==> config.mk <==
export PLATFORM = sky130hd
export DESIGN_NAME = vec_alu_sequencer
export DESIGN_NICKNAME = d
export VERILOG_FILES = /design/src/rtl/vec_alu_pkg.sv /design/src/rtl/vec_alu_sequencer.sv
export SDC_FILE = /design/constraint.sdc
export NUM_CORES = 1
export LEC_CHECK = 0
export ABC_AREA = 1
export CORE_ASPECT_RATIO = 0.6
export CORE_MARGIN = 1
export CORE_UTILIZATION = 45
export CTS_CLUSTER_DIAMETER = 50
export DETAILED_ROUTE_END_ITERATION = 12
export GPL_TIMING_DRIVEN = 0
export PLACE_DENSITY = 0.82
export SLEW_MARGIN = 10
export SYNTH_ARGS = -nofsm -noshare
export SYNTH_HDL_FRONTEND = slang
export SYNTH_SLANG_ARGS = --single-unit
==> constraint.sdc <==
create_clock -name clk -period 1.9 [get_ports clk]
set_input_delay 0.285 -clock clk [delete_from_list [all_inputs] [get_ports clk]]
set_output_delay 0.285 -clock clk [all_outputs]
set_load 0.01 [all_outputs]
==> src/rtl/vec_alu_pkg.sv <==
// vec_alu_pkg: shared ALU opcodes, flag bit positions and sequencer states
package vec_alu_pkg;
  typedef enum logic [3:0] {
    ADD = 4'd0, SUB = 4'd1, AND = 4'd2, OR = 4'd3, NOR = 4'd4, XOR = 4'd5,
    SLL = 4'd6, SRL = 4'd7, SRA = 4'd8, ROL = 4'd9, ROR = 4'd10
  } alu_op_e;
  localparam logic [3:0] OP_MAX = 4'd10;
  localparam int FLAG_N = 3;
  localparam int FLAG_Z = 2;
  localparam int FLAG_C = 1;
  localparam int FLAG_V = 0;
  typedef enum logic [1:0] {IDLE, ISSUE, DONE} seq_state_e;
endpackage

==> src/rtl/vec_alu_sequencer.sv <==
// vec_alu_sequencer: issues a vector op one lane per cycle to an external ALU and assembles the result
module vec_alu_sequencer
  import vec_alu_pkg::*;
#(
  parameter int N = 8,
  parameter int LANES = 4
) (
  input  logic               clk,
  input  logic               rst_n,
  input  logic               in_valid,
  output logic               in_ready,
  input  logic [3:0]         in_op,
  input  logic               in_scalar_b,
  input  logic [LANES*N-1:0] in_a,
  input  logic [LANES*N-1:0] in_b,
  output logic [N-1:0]       alu_a,
  output logic [N-1:0]       alu_b,
  output logic [3:0]         alu_ctrl,
  input  logic [N-1:0]       alu_y,
  input  logic [3:0]         alu_flags,
  output logic               out_valid,
  input  logic               out_ready,
  output logic [LANES*N-1:0] out_y,
  output logic [LANES*4-1:0] out_flags,
  output logic               out_zero_all,
  output logic               out_err
);
  localparam int CW = $clog2(LANES);
  seq_state_e state, state_n;
  logic [CW-1:0] cnt;
  logic [3:0] op;
  logic [LANES*N-1:0] a_r, b_r, y_r, b_exp;
  logic [LANES*4-1:0] f_r;
  logic [LANES-1:0] z;
  logic err;
  always_comb begin
    b_exp = '0;
    for (int k = 0; k < LANES; k++) b_exp[k*N +: N] = in_scalar_b ? in_b[N-1:0] : in_b[k*N +: N];
  end
  always_comb begin
    state_n = state;
    case (state)
      IDLE:    if (in_valid) state_n = (in_op > OP_MAX) ? DONE : ISSUE;
      ISSUE:   if (cnt == CW'(LANES-1)) state_n = DONE;
      DONE:    if (out_ready) state_n = IDLE;
      default: state_n = IDLE;
    endcase
  end
  always_ff @(posedge clk or negedge rst_n)
    if (!rst_n) state <= IDLE;
    else state <= state_n;
  always_ff @(posedge clk or negedge rst_n) begin
    if (!rst_n) begin
      {cnt, op, a_r, b_r, y_r, f_r, err} <= '0;
    end else if (state == IDLE && in_valid) begin
      op <= in_op;
      a_r <= in_a;
      b_r <= b_exp;
      y_r <= '0;
      f_r <= '0;
      cnt <= '0;
      err <= in_op > OP_MAX;
    end else if (state == ISSUE) begin
      y_r[cnt*N +: N] <= alu_y;
      f_r[cnt*4 +: 4] <= alu_flags;
      cnt <= cnt + 1'b1;
    end
  end
  for (genvar i = 0; i < LANES; i++) begin : g_z
    assign z[i] = f_r[i*4 + FLAG_Z];
  end
  assign in_ready = state == IDLE;
  assign out_valid = state == DONE;
  assign out_y = y_r;
  assign out_flags = f_r;
  assign out_err = err;
  assign out_zero_all = out_valid & ~err & (&z);
  assign alu_a = (state == ISSUE) ? a_r[cnt*N +: N] : '0;
  assign alu_b = (state == ISSUE) ? b_r[cnt*N +: N] : '0;
  assign alu_ctrl = (state == ISSUE) ? op : '0;
endmodule

==> results.txt <==
Outcome: finished, violations left
Failing checks: setup timing
Design area: 9330 sq um
Initial core utilization: 47.0%
Layout cells sized above 1: 21.6%
Vias: 6300
Core footprint: 13100 sq um
Area grow syn2layout: 51.4%
Sequential cell area: 3030 sq um
Syn nets: 913
Critical-path cell with the highest stage delay: dfrtp_1
Placed cell areas: 7960 sq um
Metal2 WL: 8760 um
GRT Total Usage: 28.8%
Worst path bufs/invs: 5
Fmax: 0.473 GHz
Skew-Pair Late Insertion Delay: 420 ps
Vias in the first global route: 6014
DR iter-0 viols: 540
Slew Viols, Final: 0
Min cycle time layout: 2110 ps
# nets final: 1108
Total clock buffers created by CTS: 17
DP HPWL: 13700 um
Synthesized cell area: 6160 sq um
Hold_ws: 317 ps
Die width: 153 um
IO Pins: 157
Place WS: -571 ps
CP peak stage delay: 380 ps
Fin worst setup slack: -215 ps
Sequential cell area fraction in the yosys report: 49.2%
Crit path kind: register to output port
Antenna diode count: 0
Hold Crit Class: input pin to async pin
RSZ-0062 raised after global routing: yes
Yosys cell types: 24
Antenna viol nets, final: 0
GP Congestion: 0.944
Pre-antenna DRT Iters: 6
Final hold vios: 0
Fillers: 988
Avg Cell Area, Syn: 7.48 sq um
Die height: 92.6 um
Crit path max-delay family: buffers and inverters
Lkg Pwr: 4.55 nW
DR WL met3: 2340 um
Worst-path cell chain: buf_8 -> clkinvlp_4 -> buf_8 -> buf_12 -> nand2_4 -> nand3_2 -> a21oi_2 -> buf_2
Drt drc: 0
DR WL/cell: 17.4 um
Actual slew at the worst max-slew pin: 558 ps
Placed cells: 1150
DR vias/cell: 5.25
Cell Rows: 32
Peak supply drop: 0.764 mV
Worst-path fanout max: 6
Most used cell, CP: buf_8
Most frequent cells in the layout: 245 x nand2_1, 132 x clkdlybuf4s50_1, 120 x dfrtp_1, 99 x inv_1, 57 x nand3_1
PwrDens: 1460 nW/um^2
Largest net degree at the start of global routing: 87
Synth Register Bits: 121
Post-route setup TNS: -3170 ps
Max_cap viols: 0
Worst-path clk slew: 60 ps
Post-Syn Instances: 823
Initial antenna violation count: 0
Most common cell after layout, fill and taps aside: nand2_1
Top sig layer: met4
Max-slew headroom: 62.8%
WP data required: 1620 ps
Worst Path Arrival: 1830 ps
Met1 WL: 9520 um
Die area: 14200 sq um
Htree depth: 4
Clk_skew: 7.05 ps
Port Buffers: 156
Crit. End Element: output port
GRT Residual Overflow: 0
YS warnings: 0
Footprint of the multi-input gates: 2890 sq um
Final wirelength: 20900 um
Tot Pwr: 13.6 mW
Util after Layout: 71.2%
Longest Clk Path Bufs: 2
Final non-filler cell total: 1201
First-pass GRT wire length: 31100 um
CTS tree: yes
Final setup vio count: 45
Critical path startpoint category: register
Fin crit share: 111%
Sink Count: 121
Root Buffer: clkbuf_16
-- what timing repair did --
action	CTS	global route
gates cloned	0	3
setup buffers	7	8
endpoints found under the setup margin	72	64
pin swaps	7	41
hold buffers	1	0
endpoints found under the hold margin	35	0
gates resized for setup	152	106
-- report_power, final --
| group | switching (mW) | internal (mW) | total (mW) |
|---|---|---|---|
| clock network | 1.26 | 2.33 | 3.59 |
| logic | 3.87 | 2.46 | 6.33 |
| registers | 0.291 | 3.40 | 3.69 |
| total | 5.43 | 8.19 | 13.6 |
-- routing by layer --
metal | up-vias | global-route usage (%)
met5 | - | 0
met4 | 0 | 9.34
met3 | 27 | 7.58
met2 | 346 | 40.3
met1 | 2950 | 43.0
li1 | 2977 | -
-- final timing paths --
kind	cells after the start	startpoint	slack (ps)	end
max in group asynchronous	3	rst_n	830	state[1]
min in group clk	3	in_a[29]	410	a_r[29]
max reg2reg	11	cnt[0]	-60	out_y[13]
min	2	rst_n	320	a_r[20]
max	8	cnt[0]	-210	alu_a[2]
min reg2reg	2	out_y[14]	480	out_y[14]
-- cells in the mapped netlist --
| library cell | instances | area share [%] |
|---|---|---|
| inv_2 | 3 | 0.18 |
| buf_6 | 7 | 1.3 |
| dfrtp_1 | 121 | 49 |
| ha_1 | 5 | 1.0 |
| nand3b_1 | 13 | 1.6 |
| buf_1 | 3 | 0.18 |
| nand4_1 | 1 | 0.10 |
| inv_4 | 1 | 0.10 |
| nand3_1 | 83 | 6.7 |
| buf_4 | 4 | 0.49 |
| nand2_2 | 3 | 0.30 |
| inv_1 | 102 | 6.2 |
| o21ai_0 | 45 | 3.7 |
| nand2_1 | 275 | 17 |
| nor2_8 | 1 | 0.33 |
| a21boi_0 | 1 | 0.12 |
| buf_2 | 26 | 2.1 |
| nor2_1 | 32 | 2.0 |
| clkbuf_1 | 12 | 0.73 |
| clkinv_1 | 1 | 0.061 |
| o21ai_1 | 52 | 4.2 |
| a21oi_1 | 18 | 1.5 |
| nor3_1 | 13 | 1.1 |
| nand2_4 | 1 | 0.18 |
-- sequential cells by signal, summed over array words and instances, names as in the netlist --
register	cells
cnt	2
op	4
state	2
out_y	32
b_r	32
a_r	32
out_flags	16
out_err	1
-- cell families (layout without fill, tap and decap cells) --
kind of cell / after synthesis / count (layout) / synth area share, %
adder cells (fa/ha/maj): 5 / 5 / 1.02
buffers and inverters: 159 / 367 / 11.4
flip-flops: 121 / 121 / 49.2
AO/OA/AOI/OAI: 116 / 116 / 9.47
AND/OR/NAND/NOR: 422 / 422 / 29.0
-- final cells by class --
class,count,share of cell area (%)
plain buffers,52,4.72
clock buffers,17,4.56
clock inverters,15,2.40
inverters,107,4.43
multi-input cells,543,31.0
flip-flops and latches,121,32.5
well taps,170,2.28
repair buffers,176,18.1
Power figures use the tool's default switching activity.
